File: src/rtl/cond_unit_if.sv
// Signal bundle between the multicycle main-control FSM and the condition unit.
//   master : FSM/decoder side. Drives Cond, ALUFlags, FlagW and the raw enables
//            NextPC, Branch, RegW, MemW, IRWrite. Receives the gated enables.
//   slave  : condition unit. Receives the raw enables. Drives PCWrite, RegWrite,
//            MemWrite, Flags, CondExR and InstrCount.
interface cond_unit_if #(
  parameter int unsigned CW = 32
);
  logic [3:0]    Cond;
  logic [3:0]    ALUFlags;
  logic [1:0]    FlagW;
  logic          NextPC;
  logic          Branch;
  logic          RegW;
  logic          MemW;
  logic          IRWrite;
  logic          PCWrite;
  logic          RegWrite;
  logic          MemWrite;
  logic [3:0]    Flags;
  logic          CondExR;
  logic [CW-1:0] InstrCount;

  modport master (
    output Cond, ALUFlags, FlagW, NextPC, Branch, RegW, MemW, IRWrite,
    input  PCWrite, RegWrite, MemWrite, Flags, CondExR, InstrCount
  );

  modport slave (
    input  Cond, ALUFlags, FlagW, NextPC, Branch, RegW, MemW, IRWrite,
    output PCWrite, RegWrite, MemWrite, Flags, CondExR, InstrCount
  );
endinterface

File: src/rtl/cond_unit.sv
// Condition-logic stage behind the multicycle main-control FSM.
// Holds the NZCV flag register, evaluates the ARM condition code against it,
// gates the FSM's raw write enables and counts fetched instructions.
// Ports:
//   clk   : system clock, rising edge
//   reset : asynchronous, active-high; clears flags, CondExR and InstrCount
//   bus   : cond_unit_if.slave; inputs Cond, ALUFlags, FlagW, NextPC, Branch,
//           RegW, MemW, IRWrite; outputs PCWrite, RegWrite, MemWrite, Flags,
//           CondExR, InstrCount
module cond_unit #(
  parameter int unsigned CW = 32
) (
  input logic        clk,
  input logic        reset,
  cond_unit_if.slave bus
);

  logic [3:0]    flags_q, flags_d;
  logic          condexr_q;
  logic [CW-1:0] count_q;
  logic          cond_ex;
  logic          n, z, c, v;

  assign {n, z, c, v} = flags_q;

  // Evaluated against the registered flags, so a flag write in this cycle
  // cannot influence its own condition.
  always_comb begin
    cond_ex = 1'b0;
    case (bus.Cond)
      4'b0000: cond_ex = z;
      4'b0001: cond_ex = ~z;
      4'b0010: cond_ex = c;
      4'b0011: cond_ex = ~c;
      4'b0100: cond_ex = n;
      4'b0101: cond_ex = ~n;
      4'b0110: cond_ex = v;
      4'b0111: cond_ex = ~v;
      4'b1000: cond_ex = c & ~z;
      4'b1001: cond_ex = ~c | z;
      4'b1010: cond_ex = (n == v);
      4'b1011: cond_ex = (n != v);
      4'b1100: cond_ex = ~z & (n == v);
      4'b1101: cond_ex = z | (n != v);
      4'b1110: cond_ex = 1'b1;
      default: cond_ex = 1'b0;  // 1111: instruction suppressed
    endcase
  end

  // N,Z and C,V halves are written independently.
  always_comb begin
    flags_d = flags_q;
    if (bus.FlagW[1] && cond_ex) flags_d[3:2] = bus.ALUFlags[3:2];
    if (bus.FlagW[0] && cond_ex) flags_d[1:0] = bus.ALUFlags[1:0];
  end

  always_ff @(posedge clk or posedge reset) begin
    if (reset) begin
      flags_q   <= 4'b0000;
      condexr_q <= 1'b0;
      count_q   <= '0;
    end else begin
      flags_q   <= flags_d;
      condexr_q <= cond_ex;
      if (bus.IRWrite) count_q <= count_q + CW'(1);  // wraps silently
    end
  end

  // Execute/writeback follow decode by one cycle, so gating uses CondExR.
  // NextPC is never gated so fetch always proceeds.
  assign bus.PCWrite    = bus.NextPC | (bus.Branch & condexr_q);
  assign bus.RegWrite   = bus.RegW & condexr_q;
  assign bus.MemWrite   = bus.MemW & condexr_q;
  assign bus.Flags      = flags_q;
  assign bus.CondExR    = condexr_q;
  assign bus.InstrCount = count_q;

endmodule

File: src/flat_wrapper.sv
// flat-port wrapper written by rule: the top's interface ports become plain ports
module cond_unit_flat 
#(
  parameter int unsigned CW = 32
)
  (clk, reset, bus_Cond, bus_ALUFlags, bus_FlagW, bus_NextPC, bus_Branch, bus_RegW, bus_MemW, bus_IRWrite, bus_PCWrite, bus_RegWrite, bus_MemWrite, bus_Flags, bus_CondExR, bus_InstrCount);
  cond_unit_if #(.CW(CW)) bus_i ();
  input logic clk;
  input logic reset;
  input wire logic [$bits(bus_i.Cond)-1:0] bus_Cond;
  input wire logic [$bits(bus_i.ALUFlags)-1:0] bus_ALUFlags;
  input wire logic [$bits(bus_i.FlagW)-1:0] bus_FlagW;
  input wire logic [$bits(bus_i.NextPC)-1:0] bus_NextPC;
  input wire logic [$bits(bus_i.Branch)-1:0] bus_Branch;
  input wire logic [$bits(bus_i.RegW)-1:0] bus_RegW;
  input wire logic [$bits(bus_i.MemW)-1:0] bus_MemW;
  input wire logic [$bits(bus_i.IRWrite)-1:0] bus_IRWrite;
  output wire logic [$bits(bus_i.PCWrite)-1:0] bus_PCWrite;
  output wire logic [$bits(bus_i.RegWrite)-1:0] bus_RegWrite;
  output wire logic [$bits(bus_i.MemWrite)-1:0] bus_MemWrite;
  output wire logic [$bits(bus_i.Flags)-1:0] bus_Flags;
  output wire logic [$bits(bus_i.CondExR)-1:0] bus_CondExR;
  output wire logic [$bits(bus_i.InstrCount)-1:0] bus_InstrCount;
  assign bus_i.Cond = bus_Cond;
  assign bus_i.ALUFlags = bus_ALUFlags;
  assign bus_i.FlagW = bus_FlagW;
  assign bus_i.NextPC = bus_NextPC;
  assign bus_i.Branch = bus_Branch;
  assign bus_i.RegW = bus_RegW;
  assign bus_i.MemW = bus_MemW;
  assign bus_i.IRWrite = bus_IRWrite;
  assign bus_PCWrite = bus_i.PCWrite;
  assign bus_RegWrite = bus_i.RegWrite;
  assign bus_MemWrite = bus_i.MemWrite;
  assign bus_Flags = bus_i.Flags;
  assign bus_CondExR = bus_i.CondExR;
  assign bus_InstrCount = bus_i.InstrCount;
  cond_unit #(.CW(CW)) u_core (.clk(clk), .reset(reset), .bus(bus_i));
endmodule
File: config.mk
export PLATFORM = sky130hd
export DESIGN_NAME = cond_unit_flat
export DESIGN_NICKNAME = d
export VERILOG_FILES = /design/src/rtl/cond_unit_if.sv /design/src/rtl/cond_unit.sv /design/src/flat_wrapper.sv
export SDC_FILE = /design/constraint.sdc
export NUM_CORES = 1
export LEC_CHECK = 0
export CORE_UTILIZATION = 45
export CTS_CLUSTER_DIAMETER = 80
export DETAILED_ROUTE_END_ITERATION = 16
export PLACE_DENSITY = 0.85
export SLEW_MARGIN = 20
export SYNTH_ARGS = -nofsm -noshare
export SYNTH_HDL_FRONTEND = slang
export SYNTH_SLANG_ARGS = --single-unit
File: constraint.sdc
create_clock -name clk -period 1.91 [get_ports clk]
set_input_delay 0.382 -clock clk [delete_from_list [all_inputs] [get_ports clk]]
set_output_delay 0.382 -clock clk [all_outputs]
set_load 0.02 [all_outputs]
# Yosys cells after proc, flatten, opt, wreduce, memory -nomap -nowiden

Index checks and enable logic that the tools add are counted.

Add/subtract/negate cells: 1
Reductions and logical operators: 3
Muxes and demuxes: 1
Bitwise operators: 12
Equality and inequality tests: 16

Operators with widths:

| operator              | count |
|---|---|
| $add 32x1->32 const B | 1 |
| $eq 4x4->1 const B    | 7 |
| $eq 4x3->1 const B    | 4 |
| $pmux 1 s15           | 1 |
| $eq 4x2->1 const B    | 2 |
| $and 1x1->1           | 5 |
| $eq 4x1->1 const B    | 1 |
| $logic_not 4->1       | 1 |
| $not 1->1             | 4 |
| $or 1x1->1            | 3 |
| $logic_and 1x1->1     | 2 |
| $eq 1x1->1            | 1 |
| $ne 1x1->1            | 1 |

Register bits after elaboration: 37
Input bits: 17
Output and inout bits: 40
Word-level logic and storage cells: 37

# Depth between registers and ports, before layout

Depth after elaboration: 4
Mapped depth: 7
Gate-level depth less buffers: 6

# Least setup slack after synthesis

Ideal clock, no wire load.

Path kind: register to register
Start: register u_core.count_q[0], in the netlist u_core.bus.InstrCount[0]
End: register u_core.count_q[22], in the netlist u_core.bus.InstrCount[22]
Library setup time: 0.129 ns
Stages on the path, launching flop included: 8
Clock period less this slack: 1.764 ns
Data required time: 1.781 ns
Path buffers: 1
Slack: 0.146 ns
Data arrival time: 1.635 ns
Cells stage by stage: dfrtp_1 > ha_1 > and3_1 > nor2b_1 > and4_1 > buf_4 > nand4_2 > xnor2_2

Longest elaborated chain between the ends: 1

Ends and longest elaborated chain:

| element                | RTL line        | RTL |
|---|---|---|
| from (decl)            | cond_unit.sv:20 | `logic [CW-1:0] count_q;` |
| from (signal assigned) | cond_unit.sv:65 | `if (bus.IRWrite) count_q <= count_q + CW'(1);` |
| $add 32x1->32          | cond_unit.sv:65 |  |

Every way passes these cells.
A chain may end at the register's enable or synchronous reset.

# Worst setup path after layout

Start: register u_core.count_q[29], in the netlist u_core.bus.InstrCount[29]
End: output port bus_InstrCount[29]

RTL lines:

| element   | RTL line           | RTL |
|---|---|---|
| to (decl) | flat_wrapper.sv:23 | `output wire logic [$bits(bus_i.InstrCount)-1:0] bus_InstrCount;` |

No word-level cell between the ends.

==> results_dict.tcl <==
set metrics [dict create \
    path_delay_family "buffers and inverters" \
    finClkSkew_ns 0.00279 \
    setup_violations 0 \
    min_period_ns 1.81 \
    worstPathMaxFanout 4 \
    p_sw_share_pct 33.4 \
    antenna_found_initial 0 \
    crit_arrival_ns 1.43 \
    rows 23 \
    drtPass1Iterations 4 \
    clock_power_share_pct 21.7 \
    die_area_um2 4430 \
    numCtsBuffers 5 \
    synth.distinct_cells 37 \
    layout_worst_path_cycle_share_pct 94.9 \
    antenna_cells 0 \
    final-max-slew-violation-count 0 \
    layout_commonest_cell "clkdlybuf4s50_1" \
    p_int_mw 1.65 \
    wire_per_inst_um 12.8 \
    area_growth_syn_to_layout_pct 41.5 \
    yosys.area.top_type_share_pct 49.4 \
    p_leak_nw 1.23 \
    crit_type "reg -> out" \
    htreeDepth 2 \
    hold_violations 0 \
    dp_hpwl_um 2740 \
    p_per_area_nw_per_um2 936 \
    whs_ns 0.489 \
    insertion_delay_ns 0.28 \
    layout_common_cells "53 x clkdlybuf4s50_1, 37 x dfrtp_1, 20 x xnor2_1" \
    die_x_um 66.6 \
    hold_class "reg -> reg" \
    comb_power_share_pct 35.2 \
    vias 1462 \
    drive_gt1_share_pct 12.5 \
    synth_area_leaders "dfrtp_1 49%, xnor2_1 9.3%, xor2_1 5.1%, nand2_1 3.8%, and4_1 3.7%" \
    syn_inst 168 \
    synth-seq-cells 37 \
    slew_headroom_pct 70.4 \
    pwr-share-seq_pct 43.0 \
    fin_util_pct 66.3 \
    cts_tree "done" \
    rsz0062_at_grt "no" \
    max_stage_delay_ns 0.66 \
    io_buffer_count 56 \
    worstPathCellList "clkdlybuf4s50_1" \
    ys_warn_count 0 \
    synth.largest_area_cell "dfrtp_1" \
    groute.usage.overall_pct 18.7 \
    finalWeightedCongestion 0.830 \
    die_height_um 66.6 \
    cp-start-kind "flip-flop" \
    path_clk_slew_ns 0.07 \
    layout.nets 258 \
    antenna_left 0 \
    cts_root_buf "clkbuf_8" \
    fin_cells 290 \
    io_pins 57 \
    core_um2 4000 \
    dp.cells 283 \
    worstMarginPinSlew_ns 0.444 \
    viasPerCell 5.04 \
    drcViolationCount 0 \
    grt_overflow 0 \
    critPathCaptureType "primary output" \
    clock_path_buffers 2 \
    cts.sinks 37 \
    power_switching_mw 0.830 \
    vdd_drop_max_v 0.000893 \
    critPathBufInv 1 \
    grt_max_degree 38 \
    synth.avg_cell_area_um2 11.2 \
    critPathSlowestCell "clkdlybuf4s50_1" \
    grt_pass1_vias 1374 \
    outcome "finished clean" \
    p_total_mw 2.48 \
    yosysSeqAreaShare_pct 49.4 \
    totalWireLength_um 3710 \
    grt_pass1_wl_um 6090 \
    initial_core_util_pct 46.9 \
    maxCapViolations 0 \
    crit_required_ns 1.53 \
    max_freq_mhz 552 \
    syn_area_um2 1880 \
    synth_nets 186 \
    drt_iter0_drc 28 \
]
through the flow:
step | area [µm²] | TNS, ns | setup WS [ns]
after floorplan | 1880 | 0 | 0.146
after global placement | 2570 | -1.66 | -0.142
after detailed placement | 2570 | -2.05 | -0.154
after CTS | 2650 | 0 | 0.0801
after global routing | 2650 | 0 | 0.0311
final | 2650 | 0 | 0.0971
flip-flops by register name (all words and copies together) (netlist names):
signal / count
u_core.bus.CondExR: 1
u_core.bus.InstrCount: 32
u_core.bus.Flags: 4
what timing repair did:
item,in CTS,in global routing
pin swaps,0,0
endpoints found under the setup margin,3,2
buffers inserted,0,0
hold buffers,0,0
gates resized for setup,3,1
per-layer routing:
layer | GRT usage (%) | up-vias | wire length [µm]
met4 | 7.18 | 0 | 44
li1 | - | 729 | -
met1 | 23.7 | 689 | 1740
met3 | 5.82 | 4 | 212
met5 | 0 | - | 0
met2 | 29.4 | 40 | 1720
synthesized netlist by cell type (all sizes together):
library cell	n
a21boi	2
a21o	1
a21oi	1
a22o	1
a22oi	1
a32oi	1
and2	4
and3	5
and3b	1
and4	8
buf	5
dfrtp	37
ha	1
inv	4
mux2	2
mux2i	1
nand2	19
nand3	8
nand3b	1
nand4	6
nand4b	2
nor2	6
nor2b	4
nor3	1
nor3b	1
o21a	1
o21ai	4
o22ai	4
o311a	2
xnor2	23
xor2	11
power by group through the flow:
stage	combinational [mW]	clock [mW]	sequential (mW)
floorplan	0.333	0	1.20
global placement	0.870	0	1.08
detailed placement	0.888	0	1.08
CTS	0.880	0.564	1.07
global route	0.937	0.593	1.09
finish	0.876	0.540	1.07
kinds of logic (layout without fill, tap and decap cells):
group / Yosys count / after routing / share of synthesized area (%)
adders and majority gates: 1 / 1 / 0.667
buffers and inverters: 9 / 81 / 2.60
DFF: 37 / 37 / 49.4
and+or+nand+nor: 66 / 66 / 21.9
muxes: 3 / 3 / 1.73
xor gates and xnor gates: 34 / 34 / 17.1
AOI/OAI and AO/OA: 18 / 18 / 6.67
worst paths after layout:
path / depth (start not counted) / end / slack (ns) / startpoint
worst max register to register: 6 / u_core.bus.InstrCount[22] / 0.15 / u_core.bus.InstrCount[0]
worst min register to register: 1 / u_core.bus.InstrCount[17] / 0.49 / u_core.bus.InstrCount[17]
worst max-delay path: 1 / bus_InstrCount[29] / 0.1 / u_core.bus.InstrCount[29]
worst min-delay path: 1 / u_core.bus.InstrCount[17] / 0.49 / u_core.bus.InstrCount[17]
max in group asynchronous: 3 / u_core.bus.InstrCount[21] / 1.09 / reset
min in group asynchronous: 3 / u_core.bus.Flags[0] / 0.50 / reset
layout make-up:
class	count	area (µm²)
Clock buffer	7	86.3
Multi-Input combinational cell	122	902
Sequential cell	37	926
Tap cell	50	62.6
Fill cell	331	1350
Inverter	4	15.0
Timing Repair Buffer	70	662
Power figures use the tool's default switching activity.
